### src/rtl/seq_array_multiplier.sv
// Sequential shift-and-add multiplier with optional signed operands and
// accumulate-into-product mode. One multiplier bit is consumed per cycle.
//
// Ports:
//   clk          rising-edge clock
//   rst_n        asynchronous active-low reset
//   start        request a multiply (accepted only in IDLE)
//   signed_mode  1 = two's-complement operands, 0 = unsigned
//   acc_mode     1 = add new result to held product
//   a, b         multiplicand / multiplier (WIDTH bits)
//   busy         high while RUN or DONE
//   done         one-cycle pulse, product valid in that cycle
//   product      2*WIDTH result register, held between completions
//   ovf          accumulate overflow flag, updated at each completion
module seq_array_multiplier #(
    parameter int unsigned WIDTH = 4
) (
    input  logic                 clk,
    input  logic                 rst_n,
    input  logic                 start,
    input  logic                 signed_mode,
    input  logic                 acc_mode,
    input  logic [WIDTH-1:0]     a,
    input  logic [WIDTH-1:0]     b,
    output logic                 busy,
    output logic                 done,
    output logic [2*WIDTH-1:0]   product,
    output logic                 ovf
);

    localparam int unsigned PW = 2 * WIDTH;
    localparam int unsigned CW = $clog2(WIDTH) + 1;

    typedef enum logic [1:0] {IDLE, RUN, DONE} state_t;

    state_t          state;
    logic [PW-1:0]   mcand_sh;   // multiplicand magnitude, shifted left each RUN cycle
    logic [WIDTH-1:0] mplier_sh; // multiplier magnitude, shifted right each RUN cycle
    logic [PW-1:0]   psum;
    logic [CW-1:0]   cnt;
    logic            neg_l;
    logic            sgn_l;
    logic            acc_l;

    logic [WIDTH-1:0] a_mag;
    logic [WIDTH-1:0] b_mag;
    logic [PW-1:0]    addend;
    logic [PW-1:0]    psum_next;
    logic [PW-1:0]    raw;
    logic [PW:0]      sum_ext;
    logic [PW-1:0]    product_next;
    logic             ovf_next;
    logic             last;

    always_comb begin
        // Magnitudes fit in WIDTH bits as unsigned, including the most negative value.
        a_mag        = (signed_mode && a[WIDTH-1]) ? (~a + WIDTH'(1)) : a;
        b_mag        = (signed_mode && b[WIDTH-1]) ? (~b + WIDTH'(1)) : b;
        addend       = mplier_sh[0] ? mcand_sh : '0;
        psum_next    = psum + addend;
        raw          = neg_l ? (~psum_next + PW'(1)) : psum_next;
        sum_ext      = {1'b0, product} + {1'b0, raw};
        last         = (cnt == CW'(WIDTH - 1));
        product_next = raw;
        ovf_next     = 1'b0;
        if (acc_l) begin
            product_next = sum_ext[PW-1:0];
            if (sgn_l)
                ovf_next = (product[PW-1] == raw[PW-1]) && (sum_ext[PW-1] != product[PW-1]);
            else
                ovf_next = sum_ext[PW];
        end
    end

    always_ff @(posedge clk or negedge rst_n) begin
        if (!rst_n) begin
            state     <= IDLE;
            mcand_sh  <= '0;
            mplier_sh <= '0;
            psum      <= '0;
            cnt       <= '0;
            neg_l     <= 1'b0;
            sgn_l     <= 1'b0;
            acc_l     <= 1'b0;
            busy      <= 1'b0;
            done      <= 1'b0;
            product   <= '0;
            ovf       <= 1'b0;
        end else begin
            case (state)
                IDLE: begin
                    if (start) begin
                        mcand_sh  <= PW'(a_mag);
                        mplier_sh <= b_mag;
                        neg_l     <= signed_mode & (a[WIDTH-1] ^ b[WIDTH-1]);
                        sgn_l     <= signed_mode;
                        acc_l     <= acc_mode;
                        psum      <= '0;
                        cnt       <= '0;
                        busy      <= 1'b1;
                        state     <= RUN;
                    end
                end
                RUN: begin
                    psum      <= psum_next;
                    mcand_sh  <= mcand_sh << 1;
                    mplier_sh <= mplier_sh >> 1;
                    cnt       <= cnt + CW'(1);
                    // Result is formed from the final partial sum on the edge into DONE.
                    if (last) begin
                        product <= product_next;
                        ovf     <= ovf_next;
                        done    <= 1'b1;
                        state   <= DONE;
                    end
                end
                DONE: begin
                    done  <= 1'b0;
                    busy  <= 1'b0;
                    state <= IDLE;
                end
                default: begin
                    done  <= 1'b0;
                    busy  <= 1'b0;
                    state <= IDLE;
                end
            endcase
        end
    end

endmodule
### config.mk
export PLATFORM = sky130hd
export DESIGN_NAME = seq_array_multiplier
export DESIGN_NICKNAME = d
export VERILOG_FILES = /design/src/rtl/seq_array_multiplier.sv
export SDC_FILE = /design/constraint.sdc
export NUM_CORES = 1
export LEC_CHECK = 0
export ABC_AREA = 1
export CAP_MARGIN = 40
export CORE_ASPECT_RATIO = 1.75
export CORE_MARGIN = 3
export CORE_UTILIZATION = 45
export CTS_BUF_LIST = sky130_fd_sc_hd__clkbuf_8
export DETAILED_ROUTE_END_ITERATION = 12
export PLACE_DENSITY = 0.67
export RECOVER_POWER = 100
export SKIP_LAST_GASP = 1
export SYNTH_ARGS = -nofsm -noshare
export SYNTH_HDL_FRONTEND = slang
export SYNTH_SLANG_ARGS = --single-unit
### constraint.sdc
create_clock -name clk -period 7.4 [get_ports clk]
set_input_delay 1.11 -clock clk [delete_from_list [all_inputs] [get_ports clk]]
set_output_delay 1.11 -clock clk [all_outputs]
set_load 0.005 [all_outputs]
==> summary.md, run 1 <==
| Metric | Value |
|---|---|
| Outcome | `completed` |
| Category of cells accounting for the largest share of critical-path delay | `adder cells` |
| Final period utilization | `0.4563` |
| Resized cells post-CTS | `0` |
| Number of H-tree branching levels | `2` |
| Buffers inserted during post-CTS setup optimization | `0` |
| Synthesis-to-finish area growth | `13.94%` |
| Cell repeated most along the worst path | `nand2_1` |
| Kind of path behind the tightest hold check | `flop to flop` |
| Initial antenna violation count | `0` |
| Slew HR | `0.09210` |
| Final critical-path required period | `3377 ps` |
| Die footprint | `6939 um2` |
| FF-to-FF End | `product[7]$_DFFE_PN0P_` |
| Unique cell type count in the Yosys netlist | `32` |
| Worst-case reg-to-reg path depth | `20` |
| Ys async rst share | `1.000` |
| Global-route wire length before repair | `10540 um` |
| Footprint of the multi-input gates | `1419 um2` |
| Final-report setup violation count | `0` |
| HPWL reported at the end of detailed placement | `4801 um` |
| Critical path origin | `mplier_sh[0]$_DFFE_PN0P_` |
| Via density per instance | `5.028` |
| First drt pass iteration count | `4` |
| R2R setup slack | `4020 ps` |
| Number of hold violations in the final report | `0` |
| Number of global-route vias before repair | `2332` |
| Slowest-stage cell, CP | `fa_1` |
| Mean area per synthesized cell | `7.366 um2` |
| Core region area | `5675 um2` |
| Clock Pin Slew Worst Setup and Hold Paths | `80 ps` |
| Fraction of final layout cells with drive strength greater than 1 | `0.06460` |
| CTS buffer count | `5` |
| Synth warnings | `0` |
| Path type of the worst setup path | `flop to flop` |
| Beginning of the worst register-to-register path | `mplier_sh[0]$_DFFE_PN0P_` |
| Endpoint kind of the worst setup timing path | `flop` |
| Vias after detailed routing | `2328` |
| Unrepaired setup endpoints after global routing | `no` |
| VDD IR max | `0.0002225 V` |
| Number of hold buffers added after cts | `0` |
| Main synth FF type | `dfrtp_1` |
| Total length of routed wires | `6027 um` |
| TritonCTS Sinks | `39` |
| Arrival time of the worst setup path | `3570 ps` |
| Highest cell delay on the worst timing path | `490 ps` |
| Aggregate negative setup slack | `0 ps` |
| Sequence of cells on the critical path | `nand2_1 > inv_1 > ha_1 > fa_1 > inv_1 > ha_1 > nand3_1 > nand2_1 > xor2_1 > clkinv_1 > ha_1 > a21oi_1 > o21a_1 > nand2_1 > nand2_1 > nand2_1 > o21ai_0 > inv_2 > nand2_1 > nand2_1` |
| Number of enable-type register cells in the synthesized netlist | `0` |
| Maximum number of pins on one net before global-route repair | `25` |
| Worst Tran Pin Value | `1362 ps` |
| Core Util, Final | `0.5368` |
| Sequential standard cell area | `975.9 um2` |
| TritonCTS clock tree | `built` |
| Filler instances | `604` |
| Power per standard cell area | `434.1 nW/um2` |
| Root buf cell | `clkbuf_8` |
| Source of the worst hold timing path | `state[1]$_DFFE_PN0P_` |
| Vertical die dimension | `108.0 um` |
| Worst setup skew after layout | `18.97 ps` |
| RePlAce Congestion | `0.8831` |
| Buffers added on ports | `23` |
| Area of all placed cells without fillers | `3047 um2` |
| I/O pins | `24` |
| Average detailed-routed wire length per instance | `13.02 um` |
| Post-route DRC violation count | `0` |
| Total of flip-flops plus latches after synthesis | `39` |
| Source-to-sink clock delay at the later pin of the worst-skew pair | `320 ps` |
| GRT Total Usage | `0.1948` |
| Crit path buf inv count | `4` |
| Number of cells on the worst hold path | `1` |
| Starting utilization of the core area | `0.4711` |
| Placed cells | `455` |
| Leakage component of the power | `0.001626 uW` |
| Placed Area | `2973 um2` |
| Count of nets left with antenna violations after detail routing | `0` |
| Final global-route overflow total | `0` |
| CP startpoint kind | `flop` |
| Count of max-cap constraint violations | `0` |
| Max-slew violation count | `0` |
| Highest clock rate | `0.2961 GHz` |
| CP max FO | `9` |
| Number of standard cells in the final layout excluding fillers | `463` |
| Syn Nets | `398` |
| Die extent in x | `64.27 um` |
| DRT iter0 DRCs | `92` |
| Required time at the worst-slack endpoint | `7600 ps` |
| Number of nets in the layout | `421` |
| Worst Hold End | `busy$_DFFE_PN0P_` |
| Synthesized cell area | `2674 um2` |
| Cell row count | `36` |
| Number of standard cells after synthesis | `363` |
| ANT cells | `0` |
| Deepest clock path buffer count | `2` |
| Seq/Total Area, Yosys | `0.3650` |
==> cell usage after synthesis, types with 3 or more instances <==
cell | n | area (um2)
a21oi_1 | 14 | 70.07
a22oi_1 | 4 | 30.03
buf_2 | 6 | 30.03
dfrtp_1 | 39 | 975.9
ha_1 | 20 | 250.2
inv_1 | 54 | 202.7
inv_2 | 6 | 22.52
nand2_1 | 105 | 394.1
nand2_2 | 7 | 43.79
nand3_1 | 23 | 115.1
nand3_2 | 4 | 40.04
nand4_1 | 5 | 31.28
nor2_1 | 12 | 45.04
o21ai_0 | 29 | 145.1
o21ai_1 | 3 | 15.01
o22ai_1 | 5 | 31.28
xnor2_1 | 3 | 26.28
xor2_1 | 3 | 26.28
==> power breakdown <==
group	total, uW	internal (uW)	switching, uW
clock	165	83.8	80.9
sequential	367	301	66.5
combinational	790	299	491
==> metal layers <==
layer,global-route usage,wire length (um)
met1,0.2105,2388
met2,0.3757,3344
met3,0.02911,195
met4,0.06808,98
met5,0,0
==> worst max-delay path by stage <==
| stage | to | slack [ps] | depth (start not counted) |
|---|---|---|---|
| floorplan | product[7]$_DFFE_PN0P_ | 4350 | 21 |
| global placement | product[7]$_DFFE_PN0P_ | 4120 | 20 |
| detailed placement | product[7]$_DFFE_PN0P_ | 4120 | 20 |
| CTS | product[7]$_DFFE_PN0P_ | 4080 | 20 |
| global route | product[7]$_DFFE_PN0P_ | 3570 | 20 |
| finish | product[7]$_DFFE_PN0P_ | 4020 | 20 |
==> registers in the layout, summed over array words and instances, names as in the netlist <==
signal and count:
neg_l 1, ovf 1, acc_l 1, product 8, mplier_sh 4, busy 1, psum 8, done 1
sgn_l 1, cnt 3, mcand_sh 8, state 2
==> worst register-to-register path: stages (launching register included) <==
cell      delay [ps]
dfrtp_1          460
nand2_1          100
inv_1             40
ha_1             220
fa_1             490
inv_1             70
ha_1             220
nand3_1          100
nand2_1           70
xor2_1           150
clkinv_1         120
ha_1             360
a21oi_1          210
o21a_1           130
nand2_1           90
nand2_1           70
nand2_1           40
o21ai_0          180
inv_2             40
nand2_1           60
nand2_1           40
==> kinds of logic after synthesis <==
family	share of synthesized area
fa+ha+maj	0.1086
buf+inv	0.1025
flops	0.3650
compound gates	0.1357
xor+xnor	0.01966
simple gates	0.2686
==> metrics by stage <==
| stage | hold slack [ps] | setup WS, ps | power, uW |
|---|---|---|---|
| 2_1_floorplan | 438.2 | 4354 | 973.8 |
| 3_3_place_gp | 467.3 | 4116 | 1169 |
| 3_5_place_dp | 469.9 | 4117 | 1189 |
| 4_1_cts | 477.8 | 4083 | 1355 |
| 5_1_grt | 495.5 | 3567 | 1473 |
| 6_report | 478.0 | 4023 | 1323 |
==> cell type report <==
cell class / instances / share of cell area
Sequential cell: 39 / 0.3203
Multi-Input combinational cell: 255 / 0.4657
Timing Repair Buffer: 25 / 0.07598
Tap cell: 76 / 0.03121
Clock buffer: 7 / 0.03162
Inverter: 60 / 0.07392
Clock inverter: 1 / 0.001232
==> placed cells by master, fill, tap and decap left out, types with 4 or more instances in the layout <==
| cell | netlist | routed |
|---|---|---|
| nand2_1 | 105 | 105 |
| inv_1 | 54 | 56 |
| dfrtp_1 | 39 | 39 |
| o21ai_0 | 29 | 31 |
| nand3_1 | 23 | 24 |
| ha_1 | 20 | 20 |
| a21oi_1 | 14 | 14 |
| nor2_1 | 12 | 12 |
| dlygate4sd3_1 | 0 | 12 |
| clkdlybuf4s50_1 | 0 | 10 |
| nand2_2 | 7 | 7 |
| clkbuf_8 | 0 | 7 |
| nand4_1 | 5 | 5 |
| o22ai_1 | 5 | 5 |
| inv_2 | 6 | 4 |
| a22oi_1 | 4 | 4 |
(Power assumes the default switching activity.)
==> run 2, diff against run 1 <==
Clock period 7.4 ns to 3.4 ns, I/O delays scaled along.
==> summary.md, run 2 (synthesized netlist as in run 1, its figures left out) <==
| Metric | Value |
|---|---|
| Part of the power in combinational logic | `0.625 (+0.027)` |
| Leakage component of the power | `0.001625 uW (about the same)` |
| Root buf cell | `clkbuf_8` |
| Initial antenna violation count | `0 (unchanged)` |
| Final critical-path required period | `3139 ps (-237.6 ps)` |
| Number of nets in the layout | `426 (+1.2%)` |
| Source-to-sink clock delay at the later pin of the worst-skew pair | `300 ps (-20 ps)` |
| Clock Pin Slew Worst Setup and Hold Paths | `90 ps (about the same)` |
| Slowest-stage cell, CP | `fa_2` |
| Number of hold violations in the final report | `0 (unchanged)` |
| RePlAce Congestion | `0.8595 (-2.7%)` |
| Buffers added on ports | `23 (unchanged)` |
| Total length of routed wires | `6074 um (+0.78%)` |
| Number of global-route vias before repair | `2363 (+1.3%)` |
| Final period utilization | `0.9233 (+0.4670)` |
| Post-Route Hold Slack | `237.1 ps (-240.9 ps)` |
| Registers with the most flip-flops | `mcand_sh x8, product x8, psum x8` |
| Arrival time of the worst setup path | `3330 ps (-240 ps)` |
| Unrepaired setup endpoints after global routing | `no` |
| Switching part of the total power | `0.4829 (about the same)` |
| Commonest non-fill, non-tap cell in the layout | `nand2_1` |
| Fraction of final layout cells with drive strength greater than 1 | `0.1020 (+0.03744)` |
| Average detailed-routed wire length per instance | `12.98 um (-0.30%)` |
| Power per standard cell area | `958.4 nW/um2 (+120%)` |
| Vias after detailed routing | `2413 (+3.7%)` |
| Die footprint | `6939 um2 (unchanged)` |
| DRT iter0 DRCs | `114 (+24%)` |
| CTS buffer count | `5 (unchanged)` |
| VDD IR max | `0.0004789 V (+120%)` |
| Final global-route overflow total | `0 (unchanged)` |
| Commonest non-fill, non-tap cells in the layout | `nand2_1 (103), inv_1 (54), dfrtp_1 (38)` |
| Number of H-tree branching levels | `2 (unchanged)` |
| Worst setup skew after layout | `11.30 ps (-7.668 ps)` |
| Placed Area | `2995 um2 (+0.76%)` |
| GRT Total Usage | `0.1927 (-0.002180)` |
| Power consumption | `2981 uW (+130%)` |
| Global-route wire length before repair | `10380 um (-1.4%)` |
| Highest cell delay on the worst timing path | `540 ps (+50 ps)` |
| Aggregate negative setup slack | `0 ps (unchanged)` |
| CP Depth | `19 (-5.0%)` |
| Final-report setup violation count | `0 (unchanged)` |
| Required time at the worst-slack endpoint | `3590 ps (-4010 ps)` |
| TritonCTS clock tree | `built` |
| Crit path buf inv count | `4 (unchanged)` |
| Design internal power | `1542 uW (+130%)` |
| Starting utilization of the core area | `0.4711 (unchanged)` |
| Sequential share of power | `0.269 (-0.009)` |
| Deepest clock path buffer count | `2 (unchanged)` |
| Endpoint kind of the worst setup timing path | `flop` |
| Highest clock rate | `0.3185 GHz (+7.6%)` |
| Via density per instance | `5.156 (+2.5%)` |
| ANT cells | `0 (unchanged)` |
| CP startpoint kind | `flop` |
| Count of max-cap constraint violations | `0 (unchanged)` |
| Synthesis-to-finish area growth | `16.33%` |
| Outcome | `completed` |
| Category of cells accounting for the largest share of critical-path delay | `adder cells` |
| HPWL reported at the end of detailed placement | `4854 um (+1.1%)` |
| Number of standard cells in the final layout excluding fillers | `468 (+1.1%)` |
| Area of all placed cells without fillers | `3110 um2 (+2.1%)` |
| Cell row count | `36 (unchanged)` |
| I/O pins | `24 (unchanged)` |
| Cell repeated most along the worst path | `nand2_1` |
| Sequence of cells on the critical path | `nand2_1 > inv_1 > ha_1 > fa_2 > inv_2 > ha_1 > nand3_2 > nand2_1 > xor2_1 > inv_2 > ha_2 > a21oi_2 > o21a_1 > nand2_2 > nor2_1 > o21ai_0 > inv_2 > nand2_1 > nand2_1` |
| Part of the total power dissipated in the clock network | `0.106 (-0.019)` |
| First drt pass iteration count | `5 (+1)` |
| Placed cells | `458 (+0.66%)` |
| CP max FO | `6 (-3)` |
| Die extent in x | `64.27 um (unchanged)` |
| Core region area | `5675 um2 (unchanged)` |
| Net switching power figure | `1439 uW (+130%)` |
| Post-route DRC violation count | `0 (unchanged)` |
| Vertical die dimension | `108.0 um (unchanged)` |
| Path type of the worst setup path | `flop to flop` |
| Kind of path behind the tightest hold check | `input port to async pin` |
| Maximum number of pins on one net before global-route repair | `28 (+12%)` |
| Slew HR | `0.02970 (-0.06240)` |
| Worst-case reg-to-reg path depth | `19 (-5.0%)` |
| Worst Tran Pin Value | `1455 ps (+93.60 ps)` |
| Count of nets left with antenna violations after detail routing | `0 (unchanged)` |
| TritonCTS Sinks | `39 (unchanged)` |
| Max-slew violation count | `0 (unchanged)` |
==> run 2: repair_timing <==
item / CTS / global route
hold buffers: 0 / 0
endpoints found under the hold margin: 0 / 0
resized for setup: 0 / 11
setup endpoints to repair: 0 / 4
buffers inserted: 0 / 2
==> run 2: path summary, 6_finish.rpt <==
kind,startpoint,endpoint,slack (ps)
max,mplier_sh[0]$_DFFE_PN0P_,product[7]$_DFFE_PN0P_,260
min,rst_n,product[0]$_DFFE_PN0P_,240
max reg2reg,mplier_sh[0]$_DFFE_PN0P_,product[7]$_DFFE_PN0P_,260
min reg2reg,ovf$_DFFE_PN0P_,ovf$_DFFE_PN0P_,490
max in group asynchronous,rst_n,mplier_sh[0]$_DFFE_PN0P_,1270
min in group clk,ovf$_DFFE_PN0P_,ovf$_DFFE_PN0P_,490
==> run 2: cell type report <==
| class | count | area (um2) |
|---|---|---|
| multi-input combinational | 255 | 1463 |
| fill | 578 | 2565 |
| tap | 76 | 95.09 |
| sequential | 39 | 977.2 |
| clock inverter | 3 | 20.02 |
| timing repair buffer | 30 | 261.5 |
| inverter | 60 | 225.2 |
| clock buffer | 5 | 68.82 |
==> run 2: through the flow <==
stage,util,worst slack [ps]
floorplan,-,353.7
global placement,0.5243,114.8
detailed placement,0.5278,115.6
CTS,0.5434,106.9
global route,0.5481,22.85
finish,0.5481,260.7
==> run 2: power by group through the flow <==
stage | registers [uW] | clock network, uW | logic (uW)
4_1_cts | 803 | 331 | 1800
3_5_place_dp | 811 | 0 | 1790
3_3_place_gp | 804 | 0 | 1770
2_1_floorplan | 764 | 0 | 1360
6_report | 802 | 317 | 1860
5_1_grt | 825 | 345 | 2130
==> run 2: per-layer routing <==
metal  track usage  wire length, um  up-vias
li1              -                -     1226
met1        0.2132             2533     1127
met2        0.3439             3217       46
met3       0.03326              133       14
met4        0.1059              191        0
met5             0                0        -
